[src/rtl/pch_branch_unit.sv]
// ---------------------------------------------------------------------------
// pch_branch_unit
//
// Program Counter High register with taken-branch page-crossing fixup.
// Every enabled falling edge of the phi2 clock loads PCH from the selected
// source plus the PCL incrementer carry. When a taken branch carries or
// borrows out of PCL, the unit spends exactly one enabled cycle in FIX,
// owning PCH, and then steps PCH by +1 or -1 according to the latched
// offset sign. DONE marks the cycle after the fixup.
//
// Optional feature (macro PCH_FIX_COUNT_EN):
//   defined   - o_fix_count counts FIX->DONE transitions, saturating at FF
//   undefined - no counter register, o_fix_count is tied to 00
//
// Ports:
//   i_clk           phi2 clock, all state changes on the falling edge
//   i_reset_n       asynchronous active-low reset
//   i_clk_en        clock enable; state holds when low
//   i_pch_pch       PCH select: recirculate current PCH (priority)
//   i_adh_pch       PCH select: take ADH bus
//   i_adh[7:0]      ADH bus
//   i_pclc          carry out of the PCL incrementer
//   i_branch        taken-branch strobe (offset already added to PCL)
//   i_branch_neg    branch offset sign, 1 = negative
//   i_branch_cross  PCL offset add crossed a page
//   o_pch[7:0]      Program Counter High
//   o_fix_busy      high in FIX; CPU must stall
//   o_fix_done      high in DONE
//   o_fix_count     fixup counter (see above)
//   o_dbg_state     raw state register, for checkers (0 IDLE, 1 FIX, 2 DONE)
//
// This unit has no valid/ready handshake: i_branch is a single-cycle
// strobe sampled on an enabled edge, and o_fix_busy tells the CPU to hold
// off for the one FIX cycle.
// ---------------------------------------------------------------------------
module pch_branch_unit (
    input  logic       i_clk,
    input  logic       i_reset_n,
    input  logic       i_clk_en,
    input  logic       i_pch_pch,
    input  logic       i_adh_pch,
    input  logic [7:0] i_adh,
    input  logic       i_pclc,
    input  logic       i_branch,
    input  logic       i_branch_neg,
    input  logic       i_branch_cross,
    output logic [7:0] o_pch,
    output logic       o_fix_busy,
    output logic       o_fix_done,
    output logic [7:0] o_fix_count,
    output logic [1:0] o_dbg_state
);

    typedef enum logic [1:0] {
        S_IDLE = 2'd0,
        S_FIX  = 2'd1,
        S_DONE = 2'd2
    } state_t;

    state_t     state_q, state_nxt;
    logic [7:0] pch_q, pch_nxt;
    logic       neg_q, neg_nxt;
    logic [7:0] pch_sel;
    logic [7:0] pch_norm;

    // Source select and incrementer carry for the ordinary update.
    always_comb begin
        if (i_pch_pch) begin
            pch_sel = pch_q;
        end else if (i_adh_pch) begin
            pch_sel = i_adh;
        end else begin
            pch_sel = 8'h00;
        end
        pch_norm = pch_sel + {7'd0, i_pclc};
    end

    // State register together with PCH and the latched branch sign.
    always_ff @(negedge i_clk or negedge i_reset_n) begin
        if (!i_reset_n) begin
            state_q <= S_IDLE;
            pch_q   <= 8'h00;
            neg_q   <= 1'b0;
        end else if (i_clk_en) begin
            state_q <= state_nxt;
            pch_q   <= pch_nxt;
            neg_q   <= neg_nxt;
        end
    end

    // Next-state and next-PCH logic. In FIX every bus/control input is
    // ignored: the sequencer alone decides the new PCH.
    always_comb begin
        state_nxt = S_IDLE;
        pch_nxt   = pch_norm;
        neg_nxt   = neg_q;
        case (state_q)
            S_IDLE, S_DONE: begin
                pch_nxt = pch_norm;
                if (i_branch && i_branch_cross) begin
                    state_nxt = S_FIX;
                    neg_nxt   = i_branch_neg;
                end else begin
                    state_nxt = S_IDLE;
                end
            end
            S_FIX: begin
                pch_nxt   = neg_q ? (pch_q - 8'd1) : (pch_q + 8'd1);
                state_nxt = S_DONE;
            end
            default: begin
                state_nxt = S_IDLE;
                pch_nxt   = pch_q;
            end
        endcase
    end

    // Outputs decoded from registers only.
    always_comb begin
        o_pch       = pch_q;
        o_fix_busy  = (state_q == S_FIX);
        o_fix_done  = (state_q == S_DONE);
        o_dbg_state = state_q;
    end

`ifdef PCH_FIX_COUNT_EN
    logic [7:0] fix_count_q;

    // FIX always leaves to DONE on its enabled edge, so that edge is the
    // FIX->DONE transition.
    always_ff @(negedge i_clk or negedge i_reset_n) begin
        if (!i_reset_n) begin
            fix_count_q <= 8'h00;
        end else if (i_clk_en && (state_q == S_FIX) && (fix_count_q != 8'hFF)) begin
            fix_count_q <= fix_count_q + 8'd1;
        end
    end

    assign o_fix_count = fix_count_q;
`else
    assign o_fix_count = 8'h00;
`endif

endmodule

[config.mk]
export PLATFORM = sky130hd
export DESIGN_NAME = pch_branch_unit
export DESIGN_NICKNAME = d
export VERILOG_FILES = /design/src/rtl/pch_branch_unit.sv
export SDC_FILE = /design/constraint.sdc
export NUM_CORES = 1
export LEC_CHECK = 0
export CAP_MARGIN = 20
export CORE_UTILIZATION = 25
export CTS_BUF_LIST = sky130_fd_sc_hd__clkbuf_4 sky130_fd_sc_hd__clkbuf_8
export DETAILED_ROUTE_END_ITERATION = 16
export GPL_TIMING_DRIVEN = 0
export PLACE_DENSITY = 0.58
export SLEW_MARGIN = 15
export SYNTH_ARGS = -nofsm -noshare
export SYNTH_HDL_FRONTEND = slang
export SYNTH_SLANG_ARGS = --single-unit
[constraint.sdc]
create_clock -name i_clk -period 2.65 [get_ports i_clk]
set_input_delay 0.53 -clock i_clk [delete_from_list [all_inputs] [get_ports i_clk]]
set_output_delay 0.53 -clock i_clk [all_outputs]
set_load 0.02 [all_outputs]
Word level (Yosys, flattened, before mapping)

Cells that the tools add are included.

Register bits: 11
Latch bits: 0
RAM bits: 0
Memory bits (read-only): 0
Output and inout port bits: 20
Memories: 0

$add $sub $neg: 3
Multiply operators: 0
Divide/modulo/power cells: 0
$lt $le $gt $ge: 0
Eq/ne operators: 2
Shifts and indexed selects: 0
Multiplexer cells: 6
Bitwise logic cells: 0
Reduce and logical (&&, ||, !) cells: 6

Operator list:

| cell                                                                   | count |
|---|---|
| 8-bit 2-to-1 mux                                                       | 3 |
| 8-bit one-hot mux with 2 select lines                                  | 1 |
| 8-bit by 1-bit adder with 8-bit output                                 | 1 |
| 8-bit by 1-bit adder with 8-bit output (second input constant)         | 1 |
| 8-bit by 1-bit subtractor with 8-bit output (second input constant)    | 1 |
| 2-bit one-hot mux with 2 select lines                                  | 1 |
| 3-bit AND reduction                                                    | 1 |
| 2-bit by 1-bit equality test with 1-bit output (second input constant) | 1 |
| 2-bit equality test (second input constant)                            | 1 |
| 2-bit logical NOT                                                      | 1 |
| 2-bit AND reduction                                                    | 1 |
| 2-bit nonzero test                                                     | 1 |
| 2-bit OR reduction                                                     | 1 |
| 1-bit logical AND                                                      | 1 |
| 1-bit 2-to-1 mux                                                       | 1 |

Depth between registers and ports, before layout

Gate-level depths: netlist (run 1).

Word-level depth: 4
Depth in mapped cells: 9
Depth with buffers taken out: 8

==> results of run 1 <==
==> metal layers <==
metal,up-vias,track usage
met5,-,0
met4,0,0.02222
met3,4,0.03319
met2,29,0.2497
met1,581,0.1805
li1,619,-
==> state kept, by name (all words and copies together) (netlist names) <==
name / flops
o_pch: 8
o_dbg_state: 2
neg_q: 1
==> area by class of cell <==
| type | instances | area (um2) |
|---|---|---|
| Buffer | 12 | 118.9 |
| Clock buffer | 4 | 48.80 |
| Fill cell | 451 | 2525 |
| Inverter | 8 | 37.54 |
| Multi-Input combinational cell | 118 | 924.6 |
| Sequential cell | 11 | 275.3 |
| Tap cell | 52 | 65.06 |
| Timing Repair Buffer | 47 | 419.2 |
==> kinds of logic after synthesis <==
group	Yosys count
flops	11
simple gates	48
mux	1
fa+ha+maj	9
xor+xnor	9
other cells	1
compound gates	43
buf+inv	20
==> critical path: cells and delay by family <==
family | cells | cell delay (ns)
compound gates | 4 | 0.60
buf+inv | 3 | 0.29
fa+ha+maj | 1 | 0.16
simple gates | 1 | 0.14
==> power groups by stage <==
stage	logic [mW]	registers, mW	clock network [mW]
after floorplan	0.499	0.338	0
after global placement	0.755	0.314	0
after detailed placement	0.760	0.313	0
after CTS	0.889	0.283	0.185
after global routing	1.02	0.288	0.191
final	0.925	0.282	0.178
==> timing repair <==
item,CTS,global route
pin swaps,22,9
setup endpoints to repair,22,21
resized for setup,90,13
buffers inserted,15,6
hold endpoints to repair,0,0
==> worst paths after layout <==
kind | to | slack (ns) | cells past startpoint
setup / recovery | o_pch[5]$_DFFE_NN0P_ | -0.33 | 9
hold / removal | o_pch[4]$_DFFE_NN0P_ | 0.57 | 2
setup reg to reg | o_pch[6]$_DFFE_NN0P_ | 0.39 | 6
hold reg to reg | o_pch[4]$_DFFE_NN0P_ | 0.57 | 2
max in group asynchronous | o_dbg_state[0]$_DFFE_NN0P_ | 0.45 | 1
min in group asynchronous | o_pch[3]$_DFFE_NN0P_ | 1.83 | 1
==> layout by cell type (no fill, tap or decap), types with 4 or more instances in the layout <==
cell,synthesis,layout
nand2_1,20,17
buf_6,0,13
dfrtn_1,11,11
nor2_1,8,7
ha_1,8,6
clkdlybuf4s50_1,0,5
inv_1,8,4
conb_1,1,8
xnor2_1,5,5
o21ai_0,8,6
a21oi_1,9,8
dlygate4sd2_1,0,8
buf_4,9,27
==> flow_metrics.py, run 1 <==
metrics = {
    "cts": {
        "clockRootBuffer": "clkbuf_8",
        "clock_sinks": 11,
        "cts_made_buffers": 3,
        "clockBufferDepth": 2,
        "clk_pin_slew_ns": 0.04,
        "insertion_delay_ns": 0.26,
        "cts.hold.buffers_added": 0,
        "cts_tree": "built",
        "h-tree-depth": 1,
    },
    "layout": {
        "final_cells": 252,
        "final_nets": 227,
        "final_area_mm2": 0.001889,
        "final_layout_size_suffix_gt1_frac": 0.3800,
        "antenna_cells": 0,
        "area_growth_pct": 61.50,
        "utilization": 0.4280,
    },
    "critical_path": {
        "r2r_start": "neg_q$_DFFE_NN0P_",
        "critPathSlowestCell": "a22o_4",
        "max_stage_delay_ns": 0.24,
        "end_kind": "flop",
        "crit_chain": "clkbuf_16 -> buf_8 -> a22o_4 -> ha_4 -> inv_4 -> a221oi_2 -> nor2b_1 -> o211ai_1 -> o311ai_1",
        "critPathLaunch": "i_pch_pch",
        "path_class": "in -> reg",
        "required_ns": 1.41,
        "start_kind": "input port",
        "arrival_ns": 1.74,
        "crit_fanout": 4,
    },
    "placement": {
        "dp_hpwl_um": 2382,
        "placed_cell_area_mm2": 0.001607,
        "dp_slack_ns": -0.7698,
        "place_congestion": 0.7709,
        "dp.cells": 227,
        "io_buffers": 26,
    },
    "global_routing": {
        "antenna_found_initial": 0,
        "overflow": 0,
        "grt_max_degree": 12,
        "grtUsageTotal": 0.1430,
        "grt_pass1_vias": 1208,
        "grt_pass1_wl_um": 5644,
    },
    "sta": {
        "fin_skew_ns": 0.0008081,
        "fin_tns_setup_ns": -3.074,
        "worst_slack_ns": -0.3286,
        "slew_viol_final": 0,
        "setup_viol": 20,
        "rsz0062_at_grt": "true",
        "relSlewSlack": 0.6604,
        "worst_pin_slew_ns": 0.5079,
        "hold_violations": 0,
        "hold_ws_ns": 0.5709,
    },
    "synth": {
        "avgSynthCellArea_um2": 8.239,
        "synth.mux.area_fraction": 0.009626,
        "synth_cell_types": 44,
        "synthTopCellsByCount": "nand2_1, dfrtn_1, a21oi_1, buf_4",
        "synth_top_family_by_area": "compound AO/OA/AOI/OAI gates",
        "ys_ff_latch": 11,
        "netlist_top_cells_area": "dfrtn_1, ha_1, nand2_1",
        "synthAdderAreaFrac": 0.1027,
        "synth-xor-area-share": 0.06738,
        "synth.most_common_cell": "nand2_1",
        "synth_area_mm2": 0.001170,
        "synth.yosys.seq_area_share": 0.2353,
        "synth_compound_area_frac": 0.2749,
        "synth-simple-area-share": 0.2118,
        "synth_largest_area_cell": "dfrtn_1",
        "synth.top_cell.area_share": 0.2353,
        "syn_inst": 142,
        "async_flop_share": 1.000,
        "synthFlopType": "dfrtn_1",
        "synth_edf_count": 0,
        "synth_warnings": 0,
    },
    "pwr": {
        "netSwitchingPower_mw": 0.5958,
        "power.density_mw_per_mm2": 732.8,
        "leakage_nw": 0.8556,
        "power_frac_comb": 0.668,
        "p_total_mw": 1.385,
        "switching_share": 0.4304,
        "power_frac_clock": 0.128,
        "ir_worst_vdd_mv": 0.2952,
        "power_frac_seq": 0.204,
        "p_int_mw": 0.7887,
    },
    "drt": {
        "ant_nets": 0,
        "wl_met3_um": 143,
        "wire_per_inst_um": 13.69,
        "drtIter0Drc": 63,
        "vias": 1233,
        "wl_um": 3450,
        "wl_met2_um": 1717,
        "post_drt_via_cell_ratio": 4.893,
        "firstDrtPassIters": 4,
        "drc": 0,
        "highest-signal-layer": "met4",
        "wl_met1_um": 1555,
    },
    "die": {
        "die_area_mm2": 0.004957,
        "initial_core_util": 0.2650,
        "io-pin-count": 37,
        "coreArea_mm2": 0.004414,
        "rows": 24,
        "die_h_um": 70.41,
        "die_width_um": 70.41,
    },
    "hold_path": {
        "hold_path.class": "reg -> reg",
        "min-delay-start": "o_pch[4]$_DFFE_NN0P_",
    },
    "job": {
        "maxCapViolCount": 0,
    },
    "run_status": {
        "outcome": "finished with violations",
        "violations": "negative setup slack",
    },
}
Power figures use the tool's default switching activity.
==> inputs of run 2 (changes only) <==
--- a/config.mk
+++ b/config.mk
@@ -8,9 +8,12 @@
 export CAP_MARGIN = 20
 export CORE_UTILIZATION = 25
 export CTS_BUF_LIST = sky130_fd_sc_hd__clkbuf_4 sky130_fd_sc_hd__clkbuf_8
+export CTS_CLUSTER_DIAMETER = 200
 export DETAILED_ROUTE_END_ITERATION = 16
 export GPL_TIMING_DRIVEN = 0
+export MAX_ROUTING_LAYER = met4
 export PLACE_DENSITY = 0.58
+export REMOVE_ABC_BUFFERS = 1
 export SLEW_MARGIN = 15
 export SYNTH_ARGS = -nofsm -noshare
 export SYNTH_HDL_FRONTEND = slang
==> flow_metrics.py, run 2 (synthesized netlist as in run 1, its figures left out) <==
metrics = {
    "layout": {
        "final_common_cell": "buf_4",
        "final_cells": 246,
        "seq_area_um2": 275.3,
        "final_nets": 221,
        "multi_input_area_um2": 957.2,
        "area_growth_pct": 61.50,
        "largest_reg_flops": 8,
        "final_layout_size_suffix_gt1_frac": 0.3866,
        "n_fill_cell": 423,
        "final_area_mm2": 0.001889,
        "antenna_cells": 0,
        "final_cell_mix": "buf_4, nand2_1, buf_6",
    },
    "cts": {
        "cts_made_buffers": 3,
        "insertion_delay_ns": 0.26,
        "clockRootBuffer": "clkbuf_8",
        "h-tree-depth": 1,
        "clock_sinks": 11,
        "clockBufferDepth": 2,
        "cts_tree": "built",
        "clk_pin_slew_ns": 0.04,
    },
    "critical_path": {
        "critical_path.endpoint": "o_pch[5]$_DFFE_NN0P_",
        "r2r_start": "neg_q$_DFFE_NN0P_",
        "crit_fanout": 2,
        "required_ns": 1.42,
        "arrival_ns": 1.69,
        "critPathLaunch": "i_adh_pch",
        "end_kind": "flop",
        "rr_endpoint": "o_pch[6]$_DFFE_NN0P_",
        "reg2regPathDepth": 6,
        "worst-r2r-setup-slack_ns": 0.47,
        "start_kind": "input port",
        "path_class": "in -> reg",
    },
    "die": {
        "die_area_mm2": 0.004957,
        "io-pin-count": 37,
        "coreArea_mm2": 0.004414,
        "initial_core_util": 0.2650,
        "die_width_um": 70.41,
        "rows": 24,
        "die_h_um": 70.41,
    },
    "global_routing": {
        "antenna_found_initial": 0,
        "grt_pass1_wl_um": 5582,
        "grtUsageTotal": 0.1459,
        "overflow": 0,
        "grt_max_degree": 12,
        "grt_pass1_vias": 1137,
    },
    "sta": {
        "fin_skew_ns": 0.002362,
        "rsz0062_at_grt": "true",
        "fin_tns_setup_ns": -2.473,
        "worst_slack_ns": -0.2765,
        "hold_violations": 0,
        "setup_viol": 20,
        "slew_viol_final": 0,
        "worst_pin_slew_ns": 0.5509,
        "relSlewSlack": 0.6316,
        "hold_ws_ns": 0.6120,
    },
    "run_status": {
        "violations": "negative setup slack",
        "outcome": "finished with violations",
    },
    "job": {
        "maxCapViolCount": 0,
    },
    "placement": {
        "place_congestion": 0.7568,
        "placed_cell_area_mm2": 0.001460,
        "io_buffers": 28,
        "dp_slack_ns": -1.439,
        "dp.cells": 217,
        "dp_hpwl_um": 2338,
    },
    "drt": {
        "firstDrtPassIters": 4,
        "vias": 1217,
        "ant_nets": 0,
        "post_drt_via_cell_ratio": 4.947,
        "drc": 0,
        "wl_um": 3495,
        "wire_per_inst_um": 14.21,
        "drtIter0Drc": 70,
    },
    "pwr": {
        "ir_worst_vdd_mv": 0.3588,
        "power.density_mw_per_mm2": 744.6,
        "switching_share": 0.4314,
        "power_frac_comb": 0.674,
        "power_frac_seq": 0.194,
        "power_frac_clock": 0.132,
        "netSwitchingPower_mw": 0.6068,
        "leakage_nw": 0.8586,
        "p_int_mw": 0.7999,
    },
    "hold_path": {
        "hold_path.class": "reg -> reg",
    },
}
run 2: metal layers:
layer | GRT usage | wire length (um) | vias up
met5 | - | 0 | -
met4 | 0.03111 | 26 | 0
met3 | 0.03752 | 218 | 5
met2 | 0.2392 | 1689 | 39
met1 | 0.1801 | 1560 | 571
li1 | - | - | 602
run 2: power by group through the flow:
stage | Clock (mW) | Combinational, mW | Sequential, mW
after global placement | 0 | 0.714 | 0.310
after floorplan | 0 | 0.456 | 0.336
after detailed placement | 0 | 0.719 | 0.310
after global routing | 0.201 | 1.03 | 0.280
after CTS | 0.192 | 0.898 | 0.274
final | 0.186 | 0.948 | 0.273
run 2: per-stage QoR:
step,power (mW),utilization
global route,1.512,0.4280
global placement,1.023,0.3308
finish,1.407,0.4280
detailed placement,1.029,0.3308
CTS,1.364,0.4014
floorplan,0.7923,-
run 2: repair_timing:
item / in CTS / in global routing
hold buffers: 0 / 0
endpoints found under the setup margin: 22 / 20
resized for setup: 128 / 14
buffers inserted: 21 / 4
gates cloned: 0 / 0
pin swaps: 23 / 4
run 2: worst max-delay path, cell delays in order:
cell	delay, ns
buf_12	0.10
nor2b_4	0.12
a22o_4	0.23
ha_4	0.16
inv_4	0.06
a221oi_4	0.04
nor2b_4	0.14
o211ai_1	0.19
o311ai_1	0.12
run 2: cell type report:
cell class              instances  area share
inverters                       8     0.01987
well taps                      52     0.03444
repair buffers                 53      0.2676
multi-input cells             118      0.5066
clock buffers                   4     0.02583
flip-flops and latches         11      0.1457
run 2: how the worst min path moves through the flow:
| stage | start | end | slack [ns] | cells past startpoint |
|---|---|---|---|---|
| 3_3_place_gp | o_dbg_state[1]$_DFFE_NN0P_ | o_dbg_state[1]$_DFFE_NN0P_ | 0.56 | 2 |
| 2_1_floorplan | o_pch[4]$_DFFE_NN0P_ | o_pch[4]$_DFFE_NN0P_ | 0.62 | 2 |
| 5_1_grt | o_dbg_state[1]$_DFFE_NN0P_ | o_dbg_state[1]$_DFFE_NN0P_ | 0.66 | 2 |
| 4_1_cts | o_dbg_state[1]$_DFFE_NN0P_ | o_dbg_state[1]$_DFFE_NN0P_ | 0.60 | 2 |
| 3_5_place_dp | o_dbg_state[1]$_DFFE_NN0P_ | o_dbg_state[1]$_DFFE_NN0P_ | 0.57 | 2 |
| 6_report | o_dbg_state[1]$_DFFE_NN0P_ | o_dbg_state[1]$_DFFE_NN0P_ | 0.61 | 2 |
==> inputs of run 3 (changes only) <==
--- a/config.mk
+++ b/config.mk
@@ -6,11 +6,11 @@
 export NUM_CORES = 1
 export LEC_CHECK = 0
 export CAP_MARGIN = 20
+export CORE_MARGIN = 2
 export CORE_UTILIZATION = 25
 export CTS_BUF_LIST = sky130_fd_sc_hd__clkbuf_4 sky130_fd_sc_hd__clkbuf_8
 export CTS_CLUSTER_DIAMETER = 200
 export DETAILED_ROUTE_END_ITERATION = 16
-export GPL_TIMING_DRIVEN = 0
 export MAX_ROUTING_LAYER = met4
 export PLACE_DENSITY = 0.58
 export REMOVE_ABC_BUFFERS = 1
==> flow_metrics.py, run 3 (synthesized netlist as in run 1, its figures left out) <==
metrics = {
    "run_status": {
        "outcome": "finished with violations",
        "violations": "negative setup slack",
    },
    "cts": {
        "clockBufferDepth": 2,
        "cts_tree": "built",
        "h-tree-depth": 1,
        "cts_made_buffers": 3,
        "clock_sinks": 11,
        "clockRootBuffer": "clkbuf_8",
        "insertion_delay_ns": 0.26,
        "clk_pin_slew_ns": 0.04,
        "cts.hold.buffers_added": 0,
    },
    "layout": {
        "antenna_cells": 0,
        "final_layout_size_suffix_gt1_frac": 0.4155,
        "area_growth_pct": 65.78,
        "final_nets": 234,
        "largest_reg_flops": 8,
        "final_cell_mix": "buf_4, nand2_1, buf_6",
        "utilization": 0.4364,
        "final_cells": 259,
        "final_common_cell": "buf_4",
    },
    "die": {
        "die_width_um": 72.41,
        "die_area_mm2": 0.005242,
        "io-pin-count": 37,
        "initial_core_util": 0.2632,
        "die_h_um": 72.41,
        "rows": 24,
        "coreArea_mm2": 0.004444,
    },
    "pwr": {
        "leakage_nw": 0.9184,
        "ir_worst_vdd_mv": 0.4281,
        "power.density_mw_per_mm2": 742.2,
        "p_total_mw": 1.439,
    },
    "critical_path": {
        "worst-r2r-setup-slack_ns": 0.44,
        "required_ns": 1.42,
        "reg2regPathDepth": 6,
        "rr_endpoint": "o_pch[6]$_DFFE_NN0P_",
        "path_class": "in -> reg",
        "arrival_ns": 1.66,
        "end_kind": "flop",
        "r2r_start": "neg_q$_DFFE_NN0P_",
        "start_kind": "input port",
        "crit_fanout": 2,
    },
    "global_routing": {
        "grt_max_degree": 12,
        "grtUsageTotal": 0.1451,
        "grt_pass1_vias": 1210,
        "grt_pass1_wl_um": 5823,
        "antenna_found_initial": 0,
        "overflow": 0,
    },
    "job": {
        "maxCapViolCount": 0,
    },
    "placement": {
        "io_buffers": 28,
        "dp.cells": 246,
        "dp_slack_ns": -1.026,
        "place_congestion": 0.8264,
        "dp_hpwl_um": 2681,
    },
    "hold_path": {
        "min-delay-start": "o_dbg_state[1]$_DFFE_NN0P_",
        "holdPathEnd": "o_dbg_state[1]$_DFFE_NN0P_",
        "worstHoldPathCells": 2,
        "hold_path.class": "reg -> reg",
    },
    "sta": {
        "rsz0062_at_grt": "true",
        "fin_skew_ns": 0.008136,
        "worst_slack_ns": -0.2387,
        "slew_viol_final": 0,
        "fin_tns_setup_ns": -2.086,
        "hold_violations": 0,
        "setup_viol": 19,
    },
    "drt": {
        "wl_um": 3571,
        "drc": 0,
        "vias": 1261,
        "wire_per_inst_um": 13.79,
        "drtIter0Drc": 38,
        "firstDrtPassIters": 4,
        "ant_nets": 0,
        "post_drt_via_cell_ratio": 4.869,
    },
}
==> run 3: repair_timing <==
action,CTS,global route
resized for setup,117,14
setup buffers,5,3
setup endpoints to repair,22,21
pin swaps,24,10
gates cloned,1,0
==> run 3: final cells by class <==
class / instances / area [um2]
Timing Repair Buffer: 66 / 581.8
Inverter: 8 / 32.53
Sequential cell: 11 / 275.3
Clock buffer: 4 / 48.80
Tap cell: 52 / 65.06
Multi-Input combinational cell: 118 / 935.9
Fill cell: 434 / 2505
==> run 3: where the power goes <==
part           switching, mW  internal [mW]
Clock                 0.0665          0.116
Sequential            0.0452          0.222
Combinational          0.503          0.487
==> run 3: how the worst max path moves through the flow <==
| stage | start | to | depth (start not counted) |
|---|---|---|---|
| floorplan | i_adh_pch | o_pch[5]$_DFFE_NN0P_ | 8 |
| global placement | i_adh_pch | o_pch[3]$_DFFE_NN0P_ | 9 |
| detailed placement | i_pch_pch | o_pch[5]$_DFFE_NN0P_ | 9 |
| CTS | i_adh_pch | o_pch[5]$_DFFE_NN0P_ | 9 |
| global route | i_adh_pch | o_pch[5]$_DFFE_NN0P_ | 9 |
| finish | i_adh_pch | o_pch[5]$_DFFE_NN0P_ | 9 |
==> run 3: worst max-delay path, cell delays in order <==
cell and delay [ns]:
buf_6 0.09, nor2b_4 0.12, a22o_4 0.23, ha_4 0.16, inv_4 0.07, a221oi_4 0.04, nor2b_1 0.13, o211ai_1 0.16
o311ai_1 0.12
==> run 3: layer usage <==
layer	global-route usage	part of all wire	wire length (um)	vias up
met5	-	0	0	-
met4	0.02263	0.0045	16	0
met3	0.03194	0.052	186	4
met2	0.2232	0.45	1619	37
met1	0.1997	0.49	1748	586
li1	-	-	-	634
==> run 3: through the flow <==
step / hold WS, ns / instance area, um2
after floorplan: 0.6249 / 1115
after global placement: 0.5682 / 1678
after detailed placement: 0.5696 / 1678
after CTS: 0.6028 / 1863
after global routing: 0.7015 / 1939
final: 0.6193 / 1939
